$ cat config.mk
export PLATFORM = sky130hd
export DESIGN_NAME = uart_rx_param
export DESIGN_NICKNAME = d
export VERILOG_FILES = /design/src/rtl/uart_pkg.sv /design/src/rtl/uart_baud_tick.sv /design/src/rtl/uart_rx_param.sv
export SDC_FILE = /design/constraint.sdc
export NUM_CORES = 1
export LEC_CHECK = 0
export ABC_AREA = 0
export CORE_MARGIN = 3
export CORE_UTILIZATION = 50
export DETAILED_ROUTE_END_ITERATION = 6
export PLACE_DENSITY = 0.74
export SLEW_MARGIN = 15
export SYNTH_ARGS = -nofsm -noshare
export SYNTH_HDL_FRONTEND = slang
export SYNTH_HIERARCHICAL = 1
export SYNTH_SLANG_ARGS = --single-unit
$ cat constraint.sdc
create_clock -name clk -period 2.09 [get_ports clk]
set_input_delay 0.3135 -clock clk [delete_from_list [all_inputs] [get_ports clk]]
set_output_delay 0.3135 -clock clk [all_outputs]
set_load 0.005 [all_outputs]
$ cat src/rtl/uart_pkg.sv
// Shared UART definitions: parity modes, receiver state encoding and the
// oversampling divider calculation.
package uart_pkg;

    localparam int PAR_NONE = 0;
    localparam int PAR_ODD  = 1;
    localparam int PAR_EVEN = 2;

    typedef enum logic [2:0] {
        IDLE,
        START,
        DATA,
        PARITY,
        STOP,
        DONE,
        WAIT_HIGH
    } uart_state_t;

    // Rounded clocks-per-tick, never below one.
    function automatic int uart_div(input int clk_hz, input int baud, input int os);
        longint den;
        longint q;
        den = longint'(baud) * longint'(os);
        q   = (longint'(clk_hz) + den / 2) / den;
        return (q < 1) ? 1 : int'(q);
    endfunction

endpackage

$ cat src/rtl/uart_baud_tick.sv
// Oversampling tick generator: one-cycle tick every DIV clocks, with a
// synchronous restart that realigns the phase to an external event.
module uart_baud_tick #(
    parameter int DIV = 1
) (
    input  logic clk,
    input  logic rst,
    input  logic restart,
    output logic tick
);

    localparam int CW = (DIV > 1) ? $clog2(DIV) : 1;
    localparam logic [CW-1:0] LAST = CW'(DIV - 1);

    logic [CW-1:0] cnt_reg;

    always_ff @(posedge clk) begin
        if (rst || restart) begin
            cnt_reg <= '0;
        end else if (cnt_reg == LAST) begin
            cnt_reg <= '0;
        end else begin
            cnt_reg <= cnt_reg + CW'(1);
        end
    end

    assign tick = (cnt_reg == LAST) && !restart;

endmodule

$ cat src/rtl/uart_rx_param.sv
// Parametrised UART receiver with majority-vote sampling and a valid/ready
// output. Define UART_RX_BREAK_DET_EN to report all-zero frames on brk.
module uart_rx_param
    import uart_pkg::*;
#(
    parameter int CLK_HZ     = 50000000,
    parameter int BAUD       = 115200,
    parameter int OVERSAMPLE = 16,
    parameter int DATA_BITS  = 8,
    parameter int PARITY     = 0,
    parameter int STOP_BITS  = 1
) (
    input  logic                 clk,
    input  logic                 rst,
    input  logic                 rx_i,
    output logic [DATA_BITS-1:0] rx_data,
    output logic                 rx_valid,
    input  logic                 rx_ready,
    output logic                 frame_err,
    output logic                 parity_err,
    output logic                 overrun,
    output logic                 busy,
    output logic                 brk
);

    localparam int DIV = uart_div(CLK_HZ, BAUD, OVERSAMPLE);
    localparam int OSW = $clog2(OVERSAMPLE);
    localparam int BW  = $clog2(DATA_BITS);
    localparam int MID = OVERSAMPLE / 2;

    localparam logic [OSW-1:0] SAMP0   = OSW'(MID - 1);
    localparam logic [OSW-1:0] SAMP1   = OSW'(MID);
    localparam logic [OSW-1:0] DECIDE  = OSW'(MID + 1);
    localparam logic [OSW-1:0] OS_LAST = OSW'(OVERSAMPLE - 1);
    localparam logic [BW-1:0]  BIT_LAST = BW'(DATA_BITS - 1);

    uart_state_t state_reg, state_next;

    logic                 sync1_reg, rxs_reg, rxs_prev_reg;
    logic [OSW-1:0]       os_cnt_reg;
    logic [BW-1:0]        bit_cnt_reg;
    logic                 stop_cnt_reg;
    logic [1:0]           samp_reg;
    logic [DATA_BITS-1:0] shift_reg;
    logic                 perr_reg, ferr_reg;
    logic [DATA_BITS-1:0] rx_data_reg;
    logic                 rx_valid_reg, frame_err_reg, parity_err_reg;

    logic tick, start_edge, decide, bit_end, maj, par_exp;
    logic last_data, last_stop, is_break;
    logic load, ovr_pulse, brk_pulse;

    assign start_edge = (state_reg == IDLE) && rxs_prev_reg && !rxs_reg;
    assign decide     = tick && (os_cnt_reg == DECIDE);
    assign bit_end    = tick && (os_cnt_reg == OS_LAST);
    assign maj        = (samp_reg[0] & samp_reg[1]) | (samp_reg[0] & rxs_reg) |
                        (samp_reg[1] & rxs_reg);
    assign par_exp    = (PARITY == PAR_ODD) ? ~(^shift_reg) : ^shift_reg;
    assign last_data  = (bit_cnt_reg == BIT_LAST);
    assign last_stop  = (STOP_BITS == 1) || stop_cnt_reg;

    uart_baud_tick #(.DIV(DIV)) u_tick (
        .clk     (clk),
        .rst     (rst),
        .restart (start_edge),
        .tick    (tick)
    );

`ifdef UART_RX_BREAK_DET_EN
    // Cleared by any bit of the frame that votes high.
    logic zero_reg;
    always_ff @(posedge clk) begin
        if (rst || start_edge) begin
            zero_reg <= 1'b1;
        end else if (decide && maj) begin
            zero_reg <= 1'b0;
        end
    end
    assign is_break = zero_reg;
`else
    assign is_break = 1'b0;
`endif

    always_ff @(posedge clk) begin
        if (rst) begin
            state_reg <= IDLE;
        end else begin
            state_reg <= state_next;
        end
    end

    always_comb begin
        state_next = state_reg;
        load       = 1'b0;
        ovr_pulse  = 1'b0;
        brk_pulse  = 1'b0;
        case (state_reg)
            IDLE: begin
                if (start_edge) state_next = START;
            end
            START: begin
                if (decide && maj) state_next = IDLE;
                else if (bit_end) state_next = DATA;
            end
            DATA: begin
                if (bit_end && last_data)
                    state_next = (PARITY != PAR_NONE) ? uart_pkg::PARITY : STOP;
            end
            uart_pkg::PARITY: begin
                if (bit_end) state_next = STOP;
            end
            STOP: begin
                // Leave at the decision point so a new start bit can follow at once.
                if (decide && last_stop) state_next = DONE;
            end
            DONE: begin
                if (is_break) begin
                    brk_pulse  = 1'b1;
                    state_next = WAIT_HIGH;
                end else begin
                    if (!rx_valid_reg || rx_ready) load = 1'b1;
                    else ovr_pulse = 1'b1;
                    state_next = rxs_reg ? IDLE : WAIT_HIGH;
                end
            end
            WAIT_HIGH: begin
                if (rxs_reg) state_next = IDLE;
            end
            default: state_next = IDLE;
        endcase
    end

    always_ff @(posedge clk) begin
        if (rst) begin
            sync1_reg      <= 1'b1;
            rxs_reg        <= 1'b1;
            rxs_prev_reg   <= 1'b1;
            os_cnt_reg     <= '0;
            bit_cnt_reg    <= '0;
            stop_cnt_reg   <= 1'b0;
            samp_reg       <= '0;
            shift_reg      <= '0;
            perr_reg       <= 1'b0;
            ferr_reg       <= 1'b0;
            rx_data_reg    <= '0;
            rx_valid_reg   <= 1'b0;
            frame_err_reg  <= 1'b0;
            parity_err_reg <= 1'b0;
        end else begin
            sync1_reg    <= rx_i;
            rxs_reg      <= sync1_reg;
            rxs_prev_reg <= rxs_reg;

            if (start_edge) begin
                os_cnt_reg   <= '0;
                bit_cnt_reg  <= '0;
                stop_cnt_reg <= 1'b0;
                perr_reg     <= 1'b0;
                ferr_reg     <= 1'b0;
            end else if (tick) begin
                os_cnt_reg <= (os_cnt_reg == OS_LAST) ? '0 : os_cnt_reg + OSW'(1);
            end

            if (tick && os_cnt_reg == SAMP0) samp_reg[0] <= rxs_reg;
            if (tick && os_cnt_reg == SAMP1) samp_reg[1] <= rxs_reg;

            if (decide) begin
                case (state_reg)
                    DATA:             shift_reg <= {maj, shift_reg[DATA_BITS-1:1]};
                    uart_pkg::PARITY: perr_reg  <= (maj != par_exp);
                    STOP:             if (!maj) ferr_reg <= 1'b1;
                    default: ;
                endcase
            end

            if (bit_end && state_reg == DATA)
                bit_cnt_reg <= last_data ? '0 : bit_cnt_reg + BW'(1);
            if (bit_end && state_reg == STOP)
                stop_cnt_reg <= ~stop_cnt_reg;

            if (load) begin
                rx_data_reg    <= shift_reg;
                frame_err_reg  <= ferr_reg;
                parity_err_reg <= perr_reg;
                rx_valid_reg   <= 1'b1;
            end else if (rx_valid_reg && rx_ready) begin
                rx_valid_reg <= 1'b0;
            end
        end
    end

    assign rx_data    = rx_data_reg;
    assign rx_valid   = rx_valid_reg;
    assign frame_err  = frame_err_reg;
    assign parity_err = parity_err_reg;
    assign overrun    = ovr_pulse;
    assign brk        = brk_pulse;
    assign busy       = (state_reg != IDLE) && (state_reg != WAIT_HIGH);

endmodule

==> impl_metrics.ini <==
[final_layout]
num_antenna_cells = 0
final_util = 0.634
nFillCells = 314
fin_area_um2 = 2180
nNetsFinal = 226
seq_area_um2 = 823
final_cells = 262
drive_gt1_frac = 0.139
area_growth_pct = 18.6
multi_input_area_um2 = 955

[synthesis]
ys_seq_elements = 41
synth_top_area_cell = dfxtp_1
synth_edf_count = 0
synthFlopType = dfxtp_1
yosysSeqAreaShare = 0.446
postSynthCellCount = 191
synth.avg_cell_area_um2 = 9.64
yosysTopAreaCellShare = 0.446
synthArstFlopShare = 0
yosysWarnings = 6
synthTopCellsByArea = dfxtp_1 45%, mux2i_1 11%, nor2_1 8.0%
netlist_area_um2 = 1840
synth_nets = 202
synth_cell_types = 42

[clocking]
clock-root-buffer = clkbuf_8
clk_latency_ns = 0.30
clock-sinks = 41
post-cts-setup-buffers = 0
cts_tree = done
cts_resized = 1
clk_pin_slew_ns = 0.07
cts_hold_buf = 0
numCtsBuffers = 5
htreeDepth = 2
cts_buffer_depth = 2

[pwr]
powerDensity_nw_per_um2 = 616
peakVddDrop_uv = 376
p_leak_nw = 0.882

[die]
die-area_um2 = 4440
io_pins = 18
core_um2 = 3440
row_count = 21
die_w_um = 66.7
chipHeight_um = 66.7
start_util = 0.535

[grt]
grt_pass1_wl_um = 6020
antenna_found_initial = 0
grt_pass1_vias = 1324
grt_usage = 0.182
overflow = 0
grt_max_degree = 20

[min_path]
hold_class = reg -> reg
min_to = rxs_reg
hold_depth = 1
worstHoldStart = sync1_reg

[sta]
tns_ns = 0
maxSlewViolCount = 0
fin_skew_ns = 0.00982
rsz0062_at_grt = no
fmaxAchievable_mhz = 507
setup_viol = 0
post-route-min-period_ns = 1.97
hold_ws_ns = 0.420
hold_viol_final = 0
period_share = 0.943

[placed_design]
dpl-instance-area_um2 = 2100
port_buffers = 16
dpl.cell_count = 254
place.gp.congestion = 0.862
dp_hpwl_um = 2540

[worst_setup_path]
critical_path.endpoint_type = output port
critPathArrivalTime_ns = 1.66
critPathRequiredTime_ns = 1.78
regToRegEndpoint = shift_reg[3]
reg2reg_from = state_reg[2]
reg2reg_depth = 8
cp_max_fo = 11
ff2ff_setup_slack_ns = 0.19
crit_type = reg -> out
startpoint_type = flop

[drt]
dr.pass1.iters = 4
vias = 1367
wl_um = 3410
drt-initial-drc-count = 71
avgRoutedWirePerCell_um = 13.0
drc_errors = 0
viasPerCell = 5.22
final_antenna_net_count = 0

[outcome]
status = complete, no violations

[run]
maxCapViolations = 0
[worst max path at each step]
stage,startpoint,end,slack (ns)
after detailed placement,state_reg[2],shift_reg[4],0.19
after global routing,state_reg[2],shift_reg[3],0.02
after CTS,state_reg[2],overrun,0.06
after floorplan,rxs_reg,shift_reg[0],0.02
final,state_reg[1],busy,0.12
after global placement,state_reg[2],shift_reg[1],0.27
[where the power goes]
group          internal (mW)  switching (mW)  total (mW)  leakage, nW
combinational         0.0259          0.0303      0.0563        0.504
sequential             0.789         0.00649       0.796        0.332
clock                  0.231           0.262       0.493       0.0450
total                   1.05           0.298        1.34        0.882
[cells in the final DEF, fill, tap and decap left out, drive strengths merged, types with 5 or more instances in the layout]
cell / n
inv: 6
nand2: 5
a21oi: 8
ha: 7
buf: 11
nand3: 5
dfxtp: 41
clkdlybuf4s50: 16
xnor2: 8
nor2: 39
mux2i: 21
clkbuf: 6
[kinds of logic (layout without fill, tap and decap cells)]
kind of cell / count (synthesis) / after routing / share of synthesized area
flip-flops: 41 / 41 / 0.446
other: 1 / 1 / 0.00204
buffers and inverters: 16 / 41 / 0.0394
adder cells (fa/ha/maj): 9 / 9 / 0.0605
multiplexers: 21 / 21 / 0.114
AND/OR/NAND/NOR: 73 / 73 / 0.203
XOR/XNOR: 12 / 12 / 0.0687
AO/OA/AOI/OAI: 18 / 18 / 0.0659
[synthesized netlist by cell type (2+ instances only)]
cell type and instances:
nand2_2 2, dfxtp_1 41, nor2b_1 2, xnor2_1 7, or2_2 3, mux2i_1 21, clkbuf_1 4, nand4b_1 3
nand2_1 3, inv_1 6, nand3_1 5, a22oi_1 3, buf_4 2, nor3_1 4, a21oi_1 8, buf_2 4
ha_1 7, or3_1 2, nor2_1 39, xor2_1 3
[layer usage]
| metal | GRT usage | share of wire | wire length, um |
|---|---|---|---|
| met5 | 0 | 0 | 0 |
| met3 | 0.0455 | 0.042 | 142 |
| met2 | 0.292 | 0.47 | 1610 |
| met4 | 0.0838 | 0.019 | 65 |
| met1 | 0.227 | 0.47 | 1590 |
[critical path, stage by stage, from the launching register on]
cell and delay (ns):
dfxtp_2 0.40, nor2b_1 0.18, or3_1 0.34, clkdlybuf4s50_1 0.45
[layout make-up]
cell class                 count  area share
timing repair buffer          27       0.111
sequential                    41       0.377
inverter                       6      0.0103
tap                           46      0.0264
multi-input combinational    134       0.437
clock inverter                 2     0.00458
clock buffer                   6      0.0332
[per-stage QoR]
step | worst slack, ns | total power, mW
2_1_floorplan | 0.0160 | 0.849
3_3_place_gp | 0.273 | 0.867
3_5_place_dp | 0.191 | 0.871
4_1_cts | 0.0604 | 1.36
5_1_grt | 0.0236 | 1.41
6_report | 0.118 | 1.34
Power figures use the tool's default switching activity.
